**config.mk**
```make
export PLATFORM = sky130hd
export DESIGN_NAME = spi_master_tx
export DESIGN_NICKNAME = d
export VERILOG_FILES = /design/src/rtl/spi_master_tx.sv
export SDC_FILE = /design/constraint.sdc
export NUM_CORES = 1
export LEC_CHECK = 0
export ABC_AREA = 0
export BUFFER_PORTS_ARGS = -buffer_cell sky130_fd_sc_hd__buf_2
export CORE_ASPECT_RATIO = 1.1
export CORE_UTILIZATION = 50
export DETAILED_ROUTE_END_ITERATION = 10
export MAX_ROUTING_LAYER = met4
export PLACE_DENSITY = 0.77
export SLEW_MARGIN = 20
export SYNTH_ARGS = -nofsm -noshare
export SYNTH_HDL_FRONTEND = slang
export SYNTH_SLANG_ARGS = --single-unit
```
**constraint.sdc**
```tcl
create_clock -name sclk -period 2.25 [get_ports sclk]
set_clock_uncertainty 0.1 [all_clocks]
set_input_delay 0.5625 -clock sclk [delete_from_list [all_inputs] [get_ports sclk]]
set_output_delay 0.5625 -clock sclk [all_outputs]
set_load 0.02 [all_outputs]
```
**src/rtl/spi_master_tx.sv**
```systemverilog
// rtl/spi_master_tx.sv - SPI mode-0 byte master with chip select, setup/hold/gap timing and optional receive capture
//
// Parameter:
//   CLK_DIV   sclk cycles per spi_sck half-period (2..255)
// Build option:
//   SPI_MASTER_RXD_EN  defined: capture spi_miso into rxd_data/rxd_flag
//                      undefined: rxd_data=8'h00, rxd_flag=0, spi_miso ignored
// Ports:
//   sclk      in   system clock, rising edge
//   s_rst_n   in   asynchronous active-low reset
//   tx_req    in   single-cycle send request, honoured only in IDLE
//   tx_data   in   [7:0] byte to send, sampled in the accept cycle
//   tx_busy   out  high from the cycle after accept until back in IDLE
//   tx_done   out  one-cycle pulse when chip select releases
//   rxd_data  out  [7:0] last byte captured from spi_miso
//   rxd_flag  out  one-cycle pulse, rxd_data valid
//   spi_cs    out  chip select, active-low
//   spi_sck   out  SPI clock, CPOL=0
//   spi_mosi  out  serial data out, MSB first
//   spi_miso  in   serial data in, MSB first

module spi_master_tx #(
  parameter int CLK_DIV = 4
) (
  input  logic       sclk,
  input  logic       s_rst_n,
  input  logic       tx_req,
  input  logic [7:0] tx_data,
  output logic       tx_busy,
  output logic       tx_done,
  output logic [7:0] rxd_data,
  output logic       rxd_flag,
  output logic       spi_cs,
  output logic       spi_sck,
  output logic       spi_mosi,
  input  logic       spi_miso
);

  localparam int            CW       = (CLK_DIV > 1) ? $clog2(CLK_DIV) : 1;
  localparam logic [CW-1:0] DIV_LAST = CW'(CLK_DIV - 1);

  typedef enum logic [2:0] {
    IDLE  = 3'd0,
    SETUP = 3'd1,
    SHIFT = 3'd2,
    HOLD  = 3'd3,
    GAP   = 3'd4
  } state_t;

  state_t        state;
  state_t        state_nxt;
  logic [CW-1:0] div_cnt;
  logic [3:0]    half_cnt;
  logic [7:0]    tx_sh;
  logic          div_end;
  logic          accept;
  logic          sck_rise;
  logic          sck_fall;

  // Every phase lasts a whole number of divider periods, so one free-running
  // counter (held at zero in IDLE) marks all phase and half-period boundaries.
  assign div_end  = (div_cnt == DIV_LAST);
  assign accept   = (state == IDLE) && tx_req;
  // Even half-periods have sck low; their end is a rising edge, the end of
  // an odd half-period is a falling edge.
  assign sck_rise = (state == SHIFT) && div_end && !half_cnt[0];
  assign sck_fall = (state == SHIFT) && div_end && half_cnt[0];

  // State register
  always_ff @(posedge sclk or negedge s_rst_n) begin
    if (!s_rst_n) begin
      state <= IDLE;
    end else begin
      state <= state_nxt;
    end
  end

  // Next-state logic
  always_comb begin
    state_nxt = state;
    case (state)
      IDLE:    if (tx_req) state_nxt = SETUP;
      SETUP:   if (div_end) state_nxt = SHIFT;
      SHIFT:   if (div_end && (half_cnt == 4'd15)) state_nxt = HOLD;
      HOLD:    if (div_end) state_nxt = GAP;
      GAP:     if (div_end) state_nxt = IDLE;
      default: state_nxt = IDLE;
    endcase
  end

  // Output logic, decoded from registered state so reset acts immediately
  always_comb begin
    spi_cs   = 1'b1;
    spi_sck  = 1'b0;
    spi_mosi = 1'b0;
    tx_busy  = (state != IDLE);
    tx_done  = 1'b0;
    case (state)
      SETUP: begin
        spi_cs   = 1'b0;
        spi_mosi = tx_sh[7];
      end
      SHIFT: begin
        spi_cs   = 1'b0;
        spi_sck  = half_cnt[0];
        spi_mosi = tx_sh[7];
      end
      HOLD: begin
        spi_cs   = 1'b0;
        spi_mosi = tx_sh[7];
      end
      GAP: begin
        // First GAP cycle is the cycle chip select goes high.
        tx_done = (div_cnt == '0);
      end
      default: begin
        spi_cs = 1'b1;
      end
    endcase
  end

  // Divider, half-period counter and transmit shifter
  always_ff @(posedge sclk or negedge s_rst_n) begin
    if (!s_rst_n) begin
      div_cnt  <= '0;
      half_cnt <= 4'd0;
      tx_sh    <= 8'h00;
    end else begin
      if ((state == IDLE) || div_end) begin
        div_cnt <= '0;
      end else begin
        div_cnt <= div_cnt + 1'b1;
      end

      if (state != SHIFT) begin
        half_cnt <= 4'd0;
      end else if (div_end) begin
        half_cnt <= half_cnt + 4'd1;
      end

      if (accept) begin
        tx_sh <= tx_data;
      end else if (sck_fall && (half_cnt != 4'd15)) begin
        // The 8th falling edge does not shift: bit 0 stays on the line in HOLD.
        tx_sh <= {tx_sh[6:0], 1'b0};
      end
    end
  end

`ifdef SPI_MASTER_RXD_EN
  logic [7:0] rx_sh;
  logic [7:0] rxd_q;

  always_ff @(posedge sclk or negedge s_rst_n) begin
    if (!s_rst_n) begin
      rx_sh <= 8'h00;
      rxd_q <= 8'h00;
    end else begin
      if (sck_rise) begin
        rx_sh <= {rx_sh[6:0], spi_miso};
      end
      // Publish at the HOLD->GAP edge so rxd_flag lines up with tx_done.
      if ((state == HOLD) && div_end) begin
        rxd_q <= rx_sh;
      end
    end
  end

  assign rxd_data = rxd_q;
  assign rxd_flag = tx_done;
`else
  assign rxd_data = 8'h00;
  // spi_miso has no function in this build; the constant AND keeps the port
  // referenced while the output stays tied low.
  assign rxd_flag = 1'b0 & spi_miso;
`endif

endmodule

```
==> metrics.cfg, run 1 <==
[finish]
register_area_um2 = 425
nNetsFinal = 123
fin_util_pct = 61.1
multi_input_area_um2 = 412
area_growth_pct = 9.07
n_fill_cell = 161
n_antenna_cell = 0
drive_above_1_share_pct = 23.4

[clock_tree]
cts_tree = done
cts-buffers-inserted = 3
clk_pin_slew_worst_paths_ns = 0.10
clock_latency_ns = 0.28
cts_resized = 0
root_buffer = clkbuf_4
clock_sinks = 17
cts.hold.buffers_added = 0
htreeDepth = 1
clk_path_buf_depth = 2
post_cts_buffers = 0

[die]
design.core.area_um2 = 1650
rows = 15
start_util_pct = 56.0
die_y_um = 47.1
die_area_um2 = 2030
die_w_um = 43
io_pins = 26

[pwr]
power_frac_seq_pct = 61.5
power_frac_comb_pct = 6.9
p_leak_nw = 0.518
powerDensity_nw_per_um2 = 499
p_sw_share_pct = 23.3
p_int_mw = 0.386
p_switching_mw = 0.117
peakVddDrop_mv = 0.398
clkPwrFrac_pct = 31.7

[worst_setup_path]
r2r_slack_ns = 0.35
cp.arrival_ns = 1.47
r2r_start = state[0]$_DFFE_PN0P_
required_ns = 1.59
cp-start-kind = register
critPathMaxFanout = 7
reg2regPathDepth = 3
reg2reg_to = tx_sh[5]$_DFFE_PN0P_
cp-end-kind = output pin
worst-setup-path-type = register to output pin

[run_status]
outcome = completed

[routing]
dr.pass1.iters = 3
drt_iter0_drc = 9
wl_per_cell_um = 13.3
dr_total_vias = 666
totalWireLength_um = 1650
drc = 0
viasPerCell = 5.37
antenna_left = 0

[synth]
yosysTopAreaCell = dfrtp_1
synth-main-ff-cell = dfrtp_1
yosys-top-cells-area = dfrtp_1 46%, a221o_1 7.6%, buf_4 7.3%, and2_1 4.7%, ha_1 4.1%
ys_types = 28
synth_edf_count = 0
yosys_warnings = 0
syn_area_um2 = 925
synth.avg_cell_area_um2 = 10.4
synthArstFlopShare_pct = 100
yosysSeqAreaShare_pct = 46.0
ys_seq_elements = 17
yosys.area.top_type_share_pct = 46.0
synth_common_cells = 17 x dfrtp_1, 9 x buf_4, 8 x nor2_1
synth_cells = 89
synthMostInstantiatedCell = dfrtp_1

[global_routing]
grt_pass1_wl_um = 2660
grt_use_total_pct = 18.7
gr-total-overflow = 0
antenna_found_initial = 0
grt_pass1_vias = 653
grt_max_degree = 18

[place]
gp_congestion = 0.762
portBuffers = 15
dp.final_hpwl_um = 1280

[timing]
rsz0062_at_grt = false
fmax_mhz = 469
finalCriticalPeriod_ns = 2.13
worst_slew_margin_rel_pct = 65.6
setup_violations = 0
finalSetupTns_ns = 0
worstMarginPinSlew_ns = 0.513
final-hold-violation-count = 0
period_share_pct = 94.9
slew_violations = 0

[min_path]
hold_path.class = input pin to async pin

[job]
drv_cap = 0

[state kept, by name, summed over array words and instances (netlist names)]
| signal | count |
|---|---|
| state | 3 |
| half_cnt | 4 |
| tx_sh | 8 |
| div_cnt | 2 |
[how the worst max path moves through the flow]
stage / start / cells past startpoint / slack (ns) / endpoint
2_1_floorplan: state[2]$_DFFE_PN0P_ / 4 / 0.33 / spi_sck
3_3_place_gp: state[0]$_DFFE_PN0P_ / 3 / 0.31 / tx_sh[4]$_DFFE_PN0P_
3_5_place_dp: state[0]$_DFFE_PN0P_ / 3 / 0.28 / tx_sh[5]$_DFFE_PN0P_
4_1_cts: state[0]$_DFFE_PN0P_ / 3 / 0.01 / spi_sck
5_1_grt: state[0]$_DFFE_PN0P_ / 3 / 0.05 / spi_sck
6_report: state[0]$_DFFE_PN0P_ / 3 / 0.12 / spi_sck
[final cells by class]
type / instances / share of cell area, %
clock buffer: 4 / 2.61
inverter: 7 / 2.61
multi-input combinational: 61 / 40.8
sequential: 17 / 42.2
tap: 17 / 2.11
timing repair buffer: 18 / 9.68
[cell usage in the layout (no fill, tap or decap)]
cell	n
a21oi_1	1
a221o_1	7
a221oi_1	1
and2_1	7
and3_1	2
buf_2	15
buf_4	3
clkbuf_1	1
clkbuf_4	3
conb_1	9
dfrtp_1	17
ha_1	3
inv_1	7
mux2i_1	1
nand2_1	5
nand3_1	1
nand4_1	1
nor2_1	8
nor3_1	2
nor3_2	1
nor3b_1	1
nor4b_1	1
o21ai_0	2
o32a_4	1
o32ai_1	1
or2_2	1
or3b_4	1
xnor2_1	2
xor2_1	2
[stage by stage]
stage	hold WS [ns]	worst slack [ns]	cell area (µm²)	std cells	power, mW
after global placement	0.352	0.307	980	120	0.349
after floorplan	0.167	0.334	955	97	0.346
after detailed placement	0.377	0.283	980	120	0.350
after global routing	0.110	0.0496	1010	124	0.524
final	0.0873	0.116	1010	124	0.504
after CTS	0.0919	0.0122	1010	124	0.510
[metal layers]
layer  routed length, µm  up-vias  share of wire (%)  global-route usage, %
li1                    -      326                  -                      -
met1                 708      326                 43                   20.9
met2                 880       12                 53                   33.6
met3                  51        2                3.1                   2.31
met4                   9        0               0.55                   9.09
met5                   0        -                  0                      -
[power groups by stage]
stage | clock (mW) | combinational [mW] | sequential [mW]
6_report | 0.160 | 0.0345 | 0.310
5_1_grt | 0.175 | 0.0388 | 0.310
4_1_cts | 0.165 | 0.0349 | 0.310
3_5_place_dp | 0 | 0.0346 | 0.316
3_3_place_gp | 0 | 0.0338 | 0.316
2_1_floorplan | 0 | 0.0307 | 0.315
[cell families (layout without fill, tap and decap cells)]
kind of cell / count (synthesis) / after routing / synth area share, %
and+or+nand+nor: 31 / 31 / 18.1
buffers and inverters: 19 / 29 / 13.0
DFF: 17 / 17 / 46.0
AOI/OAI and AO/OA: 13 / 13 / 13.5
xor gates and xnor gates: 4 / 4 / 3.79
adders and majority gates: 3 / 3 / 4.06
other: 1 / 9 / 0.406
muxes: 1 / 1 / 1.08
[worst max-delay path, cell delays in order, from the launching register on]
cell	delay [ns]
dfrtp_1	0.46
or3b_4	0.47
nor2_1	0.10
buf_2	0.16
(Power assumes the default switching activity.)
==> run 2, diff against run 1 <==
--- a/config.mk
+++ b/config.mk
@@ -7,11 +7,13 @@
 export LEC_CHECK = 0
 export ABC_AREA = 0
 export BUFFER_PORTS_ARGS = -buffer_cell sky130_fd_sc_hd__buf_2
+export CELL_PAD_IN_SITES_DETAIL_PLACEMENT = 0
+export CELL_PAD_IN_SITES_GLOBAL_PLACEMENT = 1
 export CORE_ASPECT_RATIO = 1.1
-export CORE_UTILIZATION = 50
+export CORE_UTILIZATION = 38
 export DETAILED_ROUTE_END_ITERATION = 10
 export MAX_ROUTING_LAYER = met4
-export PLACE_DENSITY = 0.77
+export PLACE_DENSITY_LB_ADDON = 0.1
 export SLEW_MARGIN = 20
 export SYNTH_ARGS = -nofsm -noshare
 export SYNTH_HDL_FRONTEND = slang
==> run 2 against run 1 <==
Against the previous run: cell count increased by 10%; global-route usage fell by 3.7 points; clock power up 3%; critical path depth is the same; utilization shrank 16 points.
==> metrics.cfg, run 2 (synthesis results as in run 1) <==
[place]
portBuffers = 15
place_inst = 133
pre_cts_ws_ns = 0.289
dp.final_hpwl_um = 1190
place_area_um2 = 996
gp_congestion = 0.704

[routing]
dr_total_vias = 653
drt_iter0_drc = 9
antenna_left = 0
dr.pass1.iters = 3
met2WireLength_um = 738
top_layer = met4
drc = 0
viasPerCell = 4.77
wl_per_cell_um = 11.7
wl_met3_um = 65
drt-met1-wl_um = 786
totalWireLength_um = 1600

[pwr]
p_int_mw = 0.387
total_power_mw = 0.509
peakVddDrop_mv = 0.302
p_switching_mw = 0.122
power_frac_seq_pct = 60.9
p_sw_share_pct = 24.0
powerDensity_nw_per_um2 = 496
clkPwrFrac_pct = 32.3
p_leak_nw = 0.518
power_frac_comb_pct = 6.8

[die]
start_util_pct = 40.6
design.core.area_um2 = 2270
die_y_um = 53.7
rows = 18
die_area_um2 = 2630
die_w_um = 49.0
io_pins = 26

[worst_setup_path]
critPathMaxFanout = 7
worst-setup-path-type = register to output pin
cpPeakStageDelay_ns = 0.47
required_ns = 1.59
cp.arrival_ns = 1.48
path_cells = or3b_4 -> nor2_1 -> buf_2
cp-start-kind = register
worst_path_max_delay_cell = or3b_4
crit_family = simple AND/OR/NAND/NOR gates
cp-end-kind = output pin
critical_path_buf_inv_count = 1

[global_routing]
grt_use_total_pct = 15.0
antenna_found_initial = 0
grt_pass1_wl_um = 2750
grt_max_degree = 18
grt_pass1_vias = 596
gr-total-overflow = 0

[finish]
drive_above_1_share_pct = 23.4
area_growth_pct = 10.8
final_cell_mix = 17 x dfrtp_1, 15 x buf_2, 9 x conb_1
nNetsFinal = 123
multi_input_area_um2 = 412
largest_register_ffs = 8
final_cell_area_um2 = 1020
n_antenna_cell = 0
fin_cells = 137
final_common_cell = dfrtp_1
top_regs = tx_sh (8), half_cnt (4), state (3)
register_area_um2 = 425
fin_util_pct = 45.0
n_fill_cell = 238
top_register = tx_sh

[timing]
period_share_pct = 95.3
worst_slack_ns = 0.106
fmax_mhz = 466
final-hold-violation-count = 0
slew_violations = 0
rsz0062_at_grt = false
finalSetupTns_ns = 0
setup_violations = 0
whs_ns = 0.0825
finalCriticalPeriod_ns = 2.14

[clock_tree]
clock_latency_ns = 0.29
root_buffer = clkbuf_4
htreeDepth = 1
clk_pin_slew_worst_paths_ns = 0.10
clock_sinks = 17
post_cts_buffers = 0
clk_path_buf_depth = 2
cts_tree = done
cts-buffers-inserted = 3

[job]
drv_cap = 0

[run_status]
outcome = completed

[min_path]
hold_path.class = input pin to async pin

[run 2: cell counts in the layout (fill, tap and decap cells not counted)]
No cell type changed its count.
[run 2: timing repair]
action / 4_1_cts / 5_1_grt
hold buffers: 0 / 0
setup endpoints to repair: 1 / 0
resized for setup: 1 / 0
[run 2: per-layer routing]
metal	GRT usage [%]	vias up
met1	18.2	313
met3	5.93	2
met4	4.41	0
met2	23.1	15
li1	-	323
met5	-	-
[run 2: power by group through the flow]
| stage | registers, mW | logic (mW) | clock network, mW |
|---|---|---|---|
| floorplan | 0.315 | 0.0307 | 0 |
| global placement | 0.316 | 0.0345 | 0 |
| detailed placement | 0.316 | 0.0348 | 0 |
| CTS | 0.310 | 0.0351 | 0.172 |
| global route | 0.310 | 0.0394 | 0.186 |
| finish | 0.310 | 0.0345 | 0.165 |
[run 2: area by class of cell]
| class | instances | area share [%] |
|---|---|---|
| Timing Repair Buffer | 18 | 9.52 |
| Clock buffer | 4 | 2.56 |
| Multi-Input combinational cell | 61 | 40.2 |
| Sequential cell | 17 | 41.5 |
| Tap cell | 30 | 3.66 |
| Inverter | 7 | 2.56 |
[run 2: final timing paths]
kind,slack (ns),cells past startpoint,from,to
setup / recovery,0.11,3,state[0]$_DFFE_PN0P_,spi_sck
hold / removal,0.08,1,s_rst_n,div_cnt[1]$_DFF_PN0_
setup reg to reg,0.36,3,state[0]$_DFFE_PN0P_,tx_sh[1]$_DFFE_PN0P_
hold reg to reg,0.38,1,div_cnt[0]$_DFF_PN0_,div_cnt[0]$_DFF_PN0_
max in group asynchronous,1.68,1,s_rst_n,tx_sh[5]$_DFFE_PN0P_
min in group sclk,0.37,3,tx_data[0],tx_sh[0]$_DFFE_PN0P_
==> run 3, diff against run 2 <==
--- a/config.mk
+++ b/config.mk
@@ -11,10 +11,10 @@
 export CELL_PAD_IN_SITES_GLOBAL_PLACEMENT = 1
 export CORE_ASPECT_RATIO = 1.1
 export CORE_UTILIZATION = 38
+export CTS_BUF_LIST = sky130_fd_sc_hd__clkbuf_16
 export DETAILED_ROUTE_END_ITERATION = 10
 export MAX_ROUTING_LAYER = met4
 export PLACE_DENSITY_LB_ADDON = 0.1
-export SLEW_MARGIN = 20
 export SYNTH_ARGS = -nofsm -noshare
 export SYNTH_HDL_FRONTEND = slang
 export SYNTH_SLANG_ARGS = --single-unit
==> run 3 against run 2 <==
Against the previous run: die area is the same; critical path type unchanged; clock power increased by 110%; critical endpoint unchanged; sequential share of layout area decreased by 2.0 points; largest cell class unchanged.
==> metrics.cfg, run 3 (synthesis results as in run 1) <==
[pwr]
p_int_mw = 0.555
p_switching_mw = 0.142
power_frac_comb_pct = 4.9
clkPwrFrac_pct = 50.5
power_frac_seq_pct = 44.6
p_leak_nw = 0.546
p_sw_share_pct = 20.4
peakVddDrop_mv = 0.458
powerDensity_nw_per_um2 = 647

[finish]
drive_above_1_share_pct = 23.4
fin_util_pct = 47.4
n_antenna_cell = 0
final_common_cell = dfrtp_1
area_growth_pct = 16.5
top_register = tx_sh
final_cell_area_um2 = 1080
largest_register_ffs = 8
n_fill_cell = 232
final_cell_mix = 17 x dfrtp_1, 15 x buf_2, 9 x conb_1
nNetsFinal = 123
top_regs = tx_sh (8), half_cnt (4), state (3)

[global_routing]
grt_use_total_pct = 15.2
gr-total-overflow = 0
grt_pass1_wl_um = 2820
antenna_found_initial = 0
grt_pass1_vias = 608
grt_max_degree = 18

[clock_tree]
clk_path_buf_depth = 2
post_cts_buffers = 0
clk_pin_slew_worst_paths_ns = 0.05
cts_tree = done
clock_latency_ns = 0.24
clock_sinks = 17
cts-buffers-inserted = 3
htreeDepth = 1
cts.hold.buffers_added = 0
root_buffer = clkbuf_16

[min_path]
hold_path.class = input pin to async pin

[die]
die_y_um = 53.7
die_area_um2 = 2630
rows = 18
die_w_um = 49.0
start_util_pct = 40.6
io_pins = 26
design.core.area_um2 = 2270

[worst_setup_path]
worst_path_max_delay_cell = or3b_4
cp-end-kind = output pin
crit_path_end = spi_sck
reg2regPathDepth = 3
critPathMaxFanout = 7
reg2reg_to = tx_sh[1]$_DFFE_PN0P_
cp-start-kind = register
required_ns = 1.59
cp.arrival_ns = 1.42
cpPeakStageDelay_ns = 0.47
r2r_slack_ns = 0.36
worst-setup-path-type = register to output pin
path_cells = or3b_4 -> nor2_1 -> buf_2
r2r_start = state[0]$_DFFE_PN0P_
startpoint = state[0]$_DFFE_PN0P_

[routing]
totalWireLength_um = 1620
wl_per_cell_um = 11.8
viasPerCell = 4.73
wl_met3_um = 61
met2WireLength_um = 745
dr_total_vias = 648
drt-met1-wl_um = 814
dr.pass1.iters = 3
top_layer = met3
drc = 0
antenna_left = 0
drt_iter0_drc = 8

[timing]
worstMarginPinSlew_ns = 0.499
slew_violations = 0
fmax_mhz = 480
period_share_pct = 92.6
final-hold-violation-count = 0
finalSetupTns_ns = 0
worst_slew_margin_rel_pct = 66.6
finalCriticalPeriod_ns = 2.08
rsz0062_at_grt = false
setup_violations = 0

[place]
place_area_um2 = 996
portBuffers = 15
dp.final_hpwl_um = 1190
gp_congestion = 0.704

[run_status]
outcome = completed

[job]
drv_cap = 0

==> run 3: worst min-delay path by stage <==
stage                          from                    to  slack [ns]
3_3_place_gp   div_cnt[0]$_DFF_PN0_  div_cnt[0]$_DFF_PN0_        0.36
4_1_cts                     s_rst_n  state[0]$_DFFE_PN0P_        0.15
3_5_place_dp   div_cnt[0]$_DFF_PN0_  div_cnt[0]$_DFF_PN0_        0.36
2_1_floorplan               s_rst_n  div_cnt[0]$_DFF_PN0_        0.17
6_report                    s_rst_n  state[2]$_DFFE_PN0P_        0.14
5_1_grt                     s_rst_n  div_cnt[1]$_DFF_PN0_        0.17
==> run 3: timing repair <==
action / CTS / global route
resized for setup: 0 / 1
hold endpoints to repair: 0 / 0
setup endpoints to repair: 0 / 1
==> run 3: final cells by class <==
cell class / count / area [µm²] / area share [%]
multi-input cells: 61 / 412 / 38.2
flip-flops and latches: 17 / 425 / 39.5
repair buffers: 18 / 97.6 / 9.06
clock buffers: 3 / 75.1 / 6.97
clock inverters: 1 / 3.75 / 0.348
well taps: 30 / 37.5 / 3.48
inverters: 7 / 26.3 / 2.44
==> run 3: per-layer routing <==
metal	vias up	track usage, %
met5	-	-
met1	312	19.3
met3	0	5.08
met4	0	4.41
met2	13	23.4
li1	323	-
==> run 3: per-stage QoR <==
stage | instances | hold slack [ns] | power, mW | setup WS (ns)
after floorplan | 97 | 0.167 | 0.346 | 0.334
after global placement | 133 | 0.355 | 0.350 | 0.285
after detailed placement | 133 | 0.364 | 0.350 | 0.289
after CTS | 137 | 0.149 | 0.706 | 0.0635
after global routing | 137 | 0.171 | 0.722 | 0.0951
final | 137 | 0.136 | 0.697 | 0.167
==> run 3: power by group through the flow <==
stage	Sequential [mW]	Clock, mW	Combinational, mW
after global routing	0.310	0.373	0.0394
after detailed placement	0.316	0	0.0348
after global placement	0.316	0	0.0345
after CTS	0.310	0.361	0.0351
final	0.310	0.352	0.0345
after floorplan	0.315	0	0.0307
==> run 3: critical path: cells and delay by family, from the launching register on <==
family,cells,cell delay [ns]
flops,1,0.44
buf+inv,1,0.16
simple gates,2,0.57
